--- config.mk ---
export PLATFORM = sky130hd
export DESIGN_NAME = bpsk_demodulator_flat
export DESIGN_NICKNAME = d
export VERILOG_FILES = /design/src/rtl/bpsk_demodulator_pkg.sv /design/src/rtl/bpsk_demodulator_if.sv /design/src/rtl/bpsk_demodulator_carrier_lut.sv /design/src/rtl/bpsk_demodulator.sv /design/src/flat_wrapper.sv
export SDC_FILE = /design/constraint.sdc
export NUM_CORES = 1
export LEC_CHECK = 0
export CAP_MARGIN = 20
export CORE_UTILIZATION = 40
export CTS_BUF_LIST = sky130_fd_sc_hd__clkbuf_8 sky130_fd_sc_hd__clkbuf_16
export CTS_CLUSTER_SIZE = 16
export DETAILED_ROUTE_END_ITERATION = 8
export HOLD_SLACK_MARGIN = 0.15
export PLACE_DENSITY = 0.61
export SLEW_MARGIN = 20
export SYNTH_ARGS = -nofsm -noshare
export SYNTH_HDL_FRONTEND = slang
export SYNTH_SLANG_ARGS = --single-unit
--- constraint.sdc ---
create_clock -name clk -period 21.7 [get_ports clk]
set_input_delay 4.34 -clock clk [delete_from_list [all_inputs] [get_ports clk]]
set_output_delay 4.34 -clock clk [all_outputs]
set_load 0.1 [all_outputs]
--- src/rtl/bpsk_demodulator_pkg.sv ---
// BPSK receiver shared definitions.
// Widths, state encoding and the carrier table used by both link ends.
package bpsk_demodulator_pkg;

  // Matches FIXDT_64_A_WIDTH of the sample path.
  localparam int FIXDT_64_A_WIDTH = 16;
  localparam int REF_W_DEF        = 16;
  localparam int LUT_DEPTH_DEF    = 4;
  localparam int CYC_PER_SYM_DEF  = 5;
  localparam int SPS              =
    LUT_DEPTH_DEF * CYC_PER_SYM_DEF;

  typedef enum logic {
    IDLE  = 1'b0,
    INTEG = 1'b1
  } state_t;

  function automatic int prod_w(
    input int sw,
    input int rw
  );
    return sw + rw;
  endfunction

  function automatic int acc_w(
    input int sw,
    input int rw,
    input int sps
  );
    return sw + rw + $clog2(sps);
  endfunction

  // Quarter-rate carrier: cos(2*pi*k/4) in Q1.(rw-1).
  // The modulator reads the same table.
  function automatic int cos_q(
    input int k,
    input int rw
  );
    int amp;
    amp = (1 << (rw - 1)) - 1;
    case (k % 4)
      0:       return amp;
      2:       return -amp;
      default: return 0;
    endcase
  endfunction

endpackage

--- src/rtl/bpsk_demodulator_if.sv ---
// Sample-in / decision-out bundle of the BPSK receiver.
// master drives samples, slave is the demodulator.
interface bpsk_demodulator_if #(
  parameter int SAMPLE_W =
    bpsk_demodulator_pkg::FIXDT_64_A_WIDTH,
  parameter int ACC_W =
    bpsk_demodulator_pkg::acc_w(
      bpsk_demodulator_pkg::FIXDT_64_A_WIDTH,
      bpsk_demodulator_pkg::REF_W_DEF,
      bpsk_demodulator_pkg::SPS)
);

  logic                       en;
  logic                       in_valid;
  logic signed [SAMPLE_W-1:0] s_in;
  logic                       sym_start;
  logic                       bit_out;
  logic                       bit_valid;
  logic                       low_conf;
  logic signed [ACC_W-1:0]    acc_out;

  modport master (
    output en,
    output in_valid,
    output s_in,
    output sym_start,
    input  bit_out,
    input  bit_valid,
    input  low_conf,
    input  acc_out
  );

  modport slave (
    input  en,
    input  in_valid,
    input  s_in,
    input  sym_start,
    output bit_out,
    output bit_valid,
    output low_conf,
    output acc_out
  );

endinterface

--- src/rtl/bpsk_demodulator_carrier_lut.sv ---
// Local cosine reference ROM.
// Combinational lookup of the shared carrier table.
module bpsk_demodulator_carrier_lut
  import bpsk_demodulator_pkg::*;
#(
  parameter int REF_W     = REF_W_DEF,
  parameter int LUT_DEPTH = LUT_DEPTH_DEF
) (
  input  logic [$clog2(LUT_DEPTH)-1:0] idx,
  output logic signed [REF_W-1:0]      cos_v
);

  // Table read; idx is zero-extended.
  always_comb begin
    cos_v = REF_W'(cos_q(int'(idx), REF_W));
  end

endmodule

--- src/rtl/bpsk_demodulator.sv ---
// Coherent BPSK demodulator.
// Mix with cosine, integrate a symbol, slice the sign.
module bpsk_demodulator
  import bpsk_demodulator_pkg::*;
#(
  parameter int SAMPLE_W       = FIXDT_64_A_WIDTH,
  parameter int REF_W          = REF_W_DEF,
  parameter int LUT_DEPTH      = LUT_DEPTH_DEF,
  parameter int CYCLES_PER_SYM = CYC_PER_SYM_DEF,
  parameter int THRESH         = 0
) (
  input  logic              clk,
  input  logic              rst,
  bpsk_demodulator_if.slave io
);

  localparam int SPS_L  = LUT_DEPTH * CYCLES_PER_SYM;
  localparam int PROD_W = prod_w(SAMPLE_W, REF_W);
  localparam int ACC_W  = acc_w(SAMPLE_W, REF_W, SPS_L);
  localparam int CW     = $clog2(SPS_L);
  localparam int LW     = $clog2(LUT_DEPTH);

  localparam logic [CW-1:0] CNT_LAST =
    CW'(SPS_L - 1);
  localparam logic [LW-1:0] LUT_LAST =
    LW'(LUT_DEPTH - 1);
  localparam logic signed [ACC_W+1:0] TH =
    (ACC_W + 2)'(THRESH);

  state_t state_q;
  state_t state_d;

  logic [CW-1:0] cnt_q;
  logic [CW-1:0] cnt_e;
  logic [LW-1:0] lut_q;
  logic [LW-1:0] lut_e;
  logic          accept;
  logic          restart;

  logic signed [REF_W-1:0]  cos_v;
  logic signed [PROD_W-1:0] prod;
  logic signed [PROD_W-1:0] p_q;
  logic                     v0_q;
  logic                     first0_q;
  logic                     last0_q;

  logic signed [ACC_W-1:0] acc_q;
  logic                    v1_q;
  logic                    last1_q;

  logic [ACC_W:0]          mag;
  logic                    low;
  logic                    bit_q;
  logic                    valid_q;
  logic                    low_q;
  logic signed [ACC_W-1:0] acc_out_q;

  assign accept = io.en & io.in_valid;

  // A resync or the first sample after reset
  // is treated as sample 0 of a symbol.
  assign restart = io.sym_start | (state_q == IDLE);
  assign cnt_e   = restart ? '0 : cnt_q;
  assign lut_e   = restart ? '0 : lut_q;

  bpsk_demodulator_carrier_lut #(
    .REF_W    (REF_W),
    .LUT_DEPTH(LUT_DEPTH)
  ) u_lut (
    .idx  (lut_e),
    .cos_v(cos_v)
  );

  assign prod = PROD_W'(io.s_in) * PROD_W'(cos_v);

  // Receiver state register.
  always_ff @(posedge clk or negedge rst) begin
    if (!rst) state_q <= IDLE;
    else      state_q <= state_d;
  end

  // Leave IDLE on first activity, then integrate forever.
  always_comb begin
    state_d = state_q;
    unique case (1'b1)
      (state_q == IDLE): begin
        if (accept || io.sym_start) state_d = INTEG;
      end
      (state_q == INTEG): state_d = INTEG;
      default:            state_d = state_q;
    endcase
  end

  // Sample and carrier-phase counters; en=0 freezes them.
  always_ff @(posedge clk or negedge rst) begin
    if (!rst) begin
      cnt_q <= '0;
      lut_q <= '0;
    end else if (accept) begin
      cnt_q <= (cnt_e == CNT_LAST) ? '0 : cnt_e + 1'b1;
      lut_q <= (lut_e == LUT_LAST) ? '0 : lut_e + 1'b1;
    end else if (io.sym_start) begin
      cnt_q <= '0;
      lut_q <= '0;
    end
  end

  // E0: mix the accepted sample, tag symbol edges.
  always_ff @(posedge clk or negedge rst) begin
    if (!rst) begin
      v0_q     <= 1'b0;
      first0_q <= 1'b0;
      last0_q  <= 1'b0;
      p_q      <= '0;
    end else begin
      v0_q <= accept;
      if (accept) begin
        p_q      <= prod;
        first0_q <= (cnt_e == '0);
        last0_q  <= (cnt_e == CNT_LAST);
      end
    end
  end

  // E1: integrate; 'first' restarts with no gap.
  always_ff @(posedge clk or negedge rst) begin
    if (!rst) begin
      acc_q   <= '0;
      v1_q    <= 1'b0;
      last1_q <= 1'b0;
    end else begin
      v1_q <= v0_q;
      if (v0_q) begin
        acc_q   <= first0_q ? ACC_W'(p_q)
                            : acc_q + ACC_W'(p_q);
        last1_q <= last0_q;
      end
    end
  end

  // Magnitude one bit wider so the most negative
  // sum cannot overflow.
  always_comb begin
    mag = acc_q[ACC_W-1]
        ? -{acc_q[ACC_W-1], acc_q}
        :  {acc_q[ACC_W-1], acc_q};
    low = ($signed({1'b0, mag}) <= TH);
  end

  // E2: slice sign and publish the decision.
  always_ff @(posedge clk or negedge rst) begin
    if (!rst) begin
      bit_q     <= 1'b0;
      valid_q   <= 1'b0;
      low_q     <= 1'b0;
      acc_out_q <= '0;
    end else begin
      valid_q <= v1_q & last1_q;
      if (v1_q && last1_q) begin
        bit_q     <= acc_q[ACC_W-1];
        low_q     <= low;
        acc_out_q <= acc_q;
      end
    end
  end

  assign io.bit_out   = bit_q;
  assign io.bit_valid = valid_q;
  assign io.low_conf  = low_q;
  assign io.acc_out   = acc_out_q;

endmodule
--- src/flat_wrapper.sv ---
// flat-port wrapper written by rule: the top's interface ports become plain ports
module bpsk_demodulator_flat import bpsk_demodulator_pkg::*;
#(
  parameter int SAMPLE_W       = FIXDT_64_A_WIDTH,
  parameter int REF_W          = REF_W_DEF,
  parameter int LUT_DEPTH      = LUT_DEPTH_DEF,
  parameter int CYCLES_PER_SYM = CYC_PER_SYM_DEF,
  parameter int THRESH         = 0
)
  (clk, rst, io_en, io_in_valid, io_s_in, io_sym_start, io_bit_out, io_bit_valid, io_low_conf, io_acc_out);
  bpsk_demodulator_if #(.SAMPLE_W(SAMPLE_W)) io_i ();
  input  logic clk;
  input  logic rst;
  input wire logic [$bits(io_i.en)-1:0] io_en;
  input wire logic [$bits(io_i.in_valid)-1:0] io_in_valid;
  input wire logic [$bits(io_i.s_in)-1:0] io_s_in;
  input wire logic [$bits(io_i.sym_start)-1:0] io_sym_start;
  output wire logic [$bits(io_i.bit_out)-1:0] io_bit_out;
  output wire logic [$bits(io_i.bit_valid)-1:0] io_bit_valid;
  output wire logic [$bits(io_i.low_conf)-1:0] io_low_conf;
  output wire logic [$bits(io_i.acc_out)-1:0] io_acc_out;
  assign io_i.en = io_en;
  assign io_i.in_valid = io_in_valid;
  assign io_i.s_in = io_s_in;
  assign io_i.sym_start = io_sym_start;
  assign io_bit_out = io_i.bit_out;
  assign io_bit_valid = io_i.bit_valid;
  assign io_low_conf = io_i.low_conf;
  assign io_acc_out = io_i.acc_out;
  bpsk_demodulator #(.SAMPLE_W(SAMPLE_W), .REF_W(REF_W), .LUT_DEPTH(LUT_DEPTH), .CYCLES_PER_SYM(CYCLES_PER_SYM), .THRESH(THRESH)) u_core (.clk(clk), .rst(rst), .io(io_i));
endmodule
==> summary.md <==
| Metric | Value |
|---|---|
| Status | completed |
| Most used cell, CP | fa_1 |
| Cells after Synth | 1,529 |
| Critical path class | input port to register |
| Clock sinks | 121 |
| # DRC | 0 |
| Max_cap viols | 0 |
| RePlAce Congestion | 0.873 |
| Share of cells above drive strength 1 | 0.0576 |
| Die height | 189 um |
| EDFF count, synth | 0 |
| Clock Skews | 0.0118 ns |
| Least-Margin Pin Slew | 0.991 ns |
| Initial antenna violation count | 0 |
| Via total after detailed routing | 10,200 |
| # rows | 68 |
| # placed instances | 2,002 |
| Hold_buf cts | 0 |
| Worst hold slack | 0.475 ns |
| Worst-skew pair later-pin latency | 0.42 ns |
| Avg Inst Size Synth | 9.18 um2 |
| Sequential area share after synthesis | 0.216 |
| Setup bufs post-CTS | 0 |
| Finished Core Util | 0.453 |
| Max Slew Vio Count | 0 |
| Hold Path Class | register to register |
| Crit end category | register |
| Initial core utilization | 0.407 |
| Resize count post-CTS | 0 |
| Grt ovf | 0 |
| Die X | 189 um |
| Fraction of registers with async set/reset | 1.00 |
| Largest cells by area after synthesis | fa_1, dfrtp_1, ha_1 |
| H-tree levels | 4 |
| Via density | 4.99 |
| First DRT Iteration DRCs | 534 |
| CP max stage delay | 0.66 ns |
| Core Area | 34,500 um2 |
| IO Port Bufs | 60 |
| CP delay by family, top | adder cells |
| Commonest non-fill, non-tap cell in the layout | inv_1 |
| CP Launch Point | io_sym_start |
| Largest area contributor in the netlist | fa_1 |
| Synthesis-to-finish area growth | 11.5% |
| Post-route ant nets | 0 |
| Per-cell routed wire length | 14.9 um |
| Ys Warns | 0 |
| Unique masters post-synth | 66 |
| Most frequent cells in the layout | inv_1, fa_1, ha_1, dfrtp_1, nand2_1 |
| Clock transition at path regs | 0.06 ns |
| Final TNS setup | 0 ns |
| Tmin final | 12.15 ns |
| R2R Path Start | u_core.state_q |
| Share of the synthesized area in the top cell type | 0.242 |
| DP HPWL | 25,000 um |
| Achievable Freq | 0.0823 GHz |
| Largest net degree at the start of global routing | 69 |
| WP buf/inv | 6 |
| Final layout net count | 1,881 |
| CTS tree | yes |
| Die area | 35,900 um2 |
| Clock Tree Buf Depth | 2 |
| Post-synth top flop | dfrtp_1 |
| Yosys reg bits | 121 |
| Syn_nets | 1,844 |
| Req. time, crit path | 21.98 ns |
| Tcrit/Tclk final | 0.560 |
| Ant. Diodes | 0 |
| Final Hold Fails | 0 |
| Worst hold start | u_core.io.acc_out[12] |
| Vias in the first global route | 10,400 |
| Mapped cell area | 14,000 um2 |
| Slowest cell on crit path | ha_1 |
| Arr. time, crit path | 12.43 ns |
| Total CTS buffers | 17 |
| First-pass GRT wire length | 52,100 um |
| Setup crit start kind | input port |
| Non-filler cells, final | 2,034 |
| GRT Util Overall | 0.180 |
| Pre-antenna DRT Iters | 5 |
| Max_slew headroom | 0.337 |
| Drt total wl | 30,300 um |
| Final setup vio count | 0 |
| Root Buffer | clkbuf_16 |
| RSZ-0062 raised after global routing | no |
| Max FO, Critical Path | 18 |
| Num ports | 61 |
-- kinds of logic after synthesis --
family	Yosys count	synth area share
muxes	48	0.0380
AOI/OAI and AO/OA	315	0.137
and+or+nand+nor	340	0.116
xor gates and xnor gates	79	0.0493
adders and majority gates	298	0.356
DFF	121	0.216
buffers and inverters	328	0.0881
-- sequential cells by signal, indices dropped and copies added (netlist names) --
signal,cells
u_core.io.bit_valid,1
u_core.io.low_conf,1
u_core.lut_q,2
u_core.p_q,32
u_core.cnt_q,5
u_core.io.acc_out,37
u_core.v1_q,1
u_core.acc_q,37
u_core.state_q,1
u_core.last0_q,1
u_core.first0_q,1
u_core.v0_q,1
u_core.last1_q,1
-- worst register-to-register path: stages (launching register included) --
cell and delay, ns:
dfrtp_1 0.45, nor2b_1 0.24, nand2_1 0.52, ha_1 0.66, clkinv_1 0.52, nor2_1 0.29, xnor2_1 0.09, ha_1 0.27
inv_1 0.05, fa_1 0.53, inv_1 0.06, fa_1 0.53, fa_1 0.52, fa_1 0.54, inv_1 0.05, fa_1 0.52
inv_1 0.04, ha_1 0.36, a21oi_1 0.16, nor2b_1 0.06, o211ai_1 0.17, a31oi_1 0.13, a221oi_1 0.31, o21ai_0 0.17
a211o_1 0.31, a21oi_1 0.18, xor2_1 0.16, o21ai_1 0.07
-- stage by stage --
stage	worst slack, ns	instance area, um2
6_report	9.55	15700
5_1_grt	8.92	15700
4_1_cts	9.50	15700
3_5_place_dp	9.10	15100
3_3_place_gp	9.20	15100
2_1_floorplan	10.86	14000
-- path summary, 6_finish.rpt --
path / endpoint / slack, ns / cells past startpoint
hold / removal: u_core.io.acc_out[12] / 0.48 / 2
max in group asynchronous: u_core.v0_q / 16.37 / 2
min in group asynchronous: u_core.io.acc_out[4] / 3.97 / 1
setup / recovery: u_core.p_q[30] / 9.55 / 28
hold reg to reg: u_core.io.acc_out[12] / 0.48 / 2
setup reg to reg: u_core.p_q[30] / 13.61 / 27
-- metal layers --
| layer | track usage | routed length, um | vias up | part of all wire |
|---|---|---|---|---|
| met4 | 0.0459 | 471 | 0 | 0.016 |
| met3 | 0.0171 | 604 | 33 | 0.020 |
| met2 | 0.294 | 13900 | 139 | 0.46 |
| met5 | 0 | 0 | - | 0 |
| met1 | 0.254 | 15400 | 4904 | 0.51 |
| li1 | - | - | 5081 | - |
-- layout make-up --
| class | count | area (um2) |
|---|---|---|
| clock buffers | 17 | 425 |
| clock inverters | 15 | 155 |
| fillers | 3345 | 18900 |
| inverters | 281 | 1050 |
| multi-input cells | 1080 | 9790 |
| flip-flops and latches | 121 | 3030 |
| well taps | 455 | 569 |
| repair buffers | 65 | 639 |
-- Yosys cell counts (8+ instances only) --
library cell,count
dfrtp_1,121
o21ai_1,14
a21oi_1,98
o21ai_0,83
o21a_1,10
a21o_1,27
clkbuf_1,41
a31oi_1,13
xnor2_1,45
inv_1,279
o21bai_1,14
a211oi_1,8
nand2_1,108
mux2_2,42
nand3_1,14
fa_1,170
nor2b_1,13
ha_1,124
nor3_1,13
and2_1,28
nand4_1,9
xor2_1,34
nand2b_1,28
nor2_1,89
Power is not shown: default switching activity piles up to over one toggle a cycle in this logic, so the estimate is an artifact.
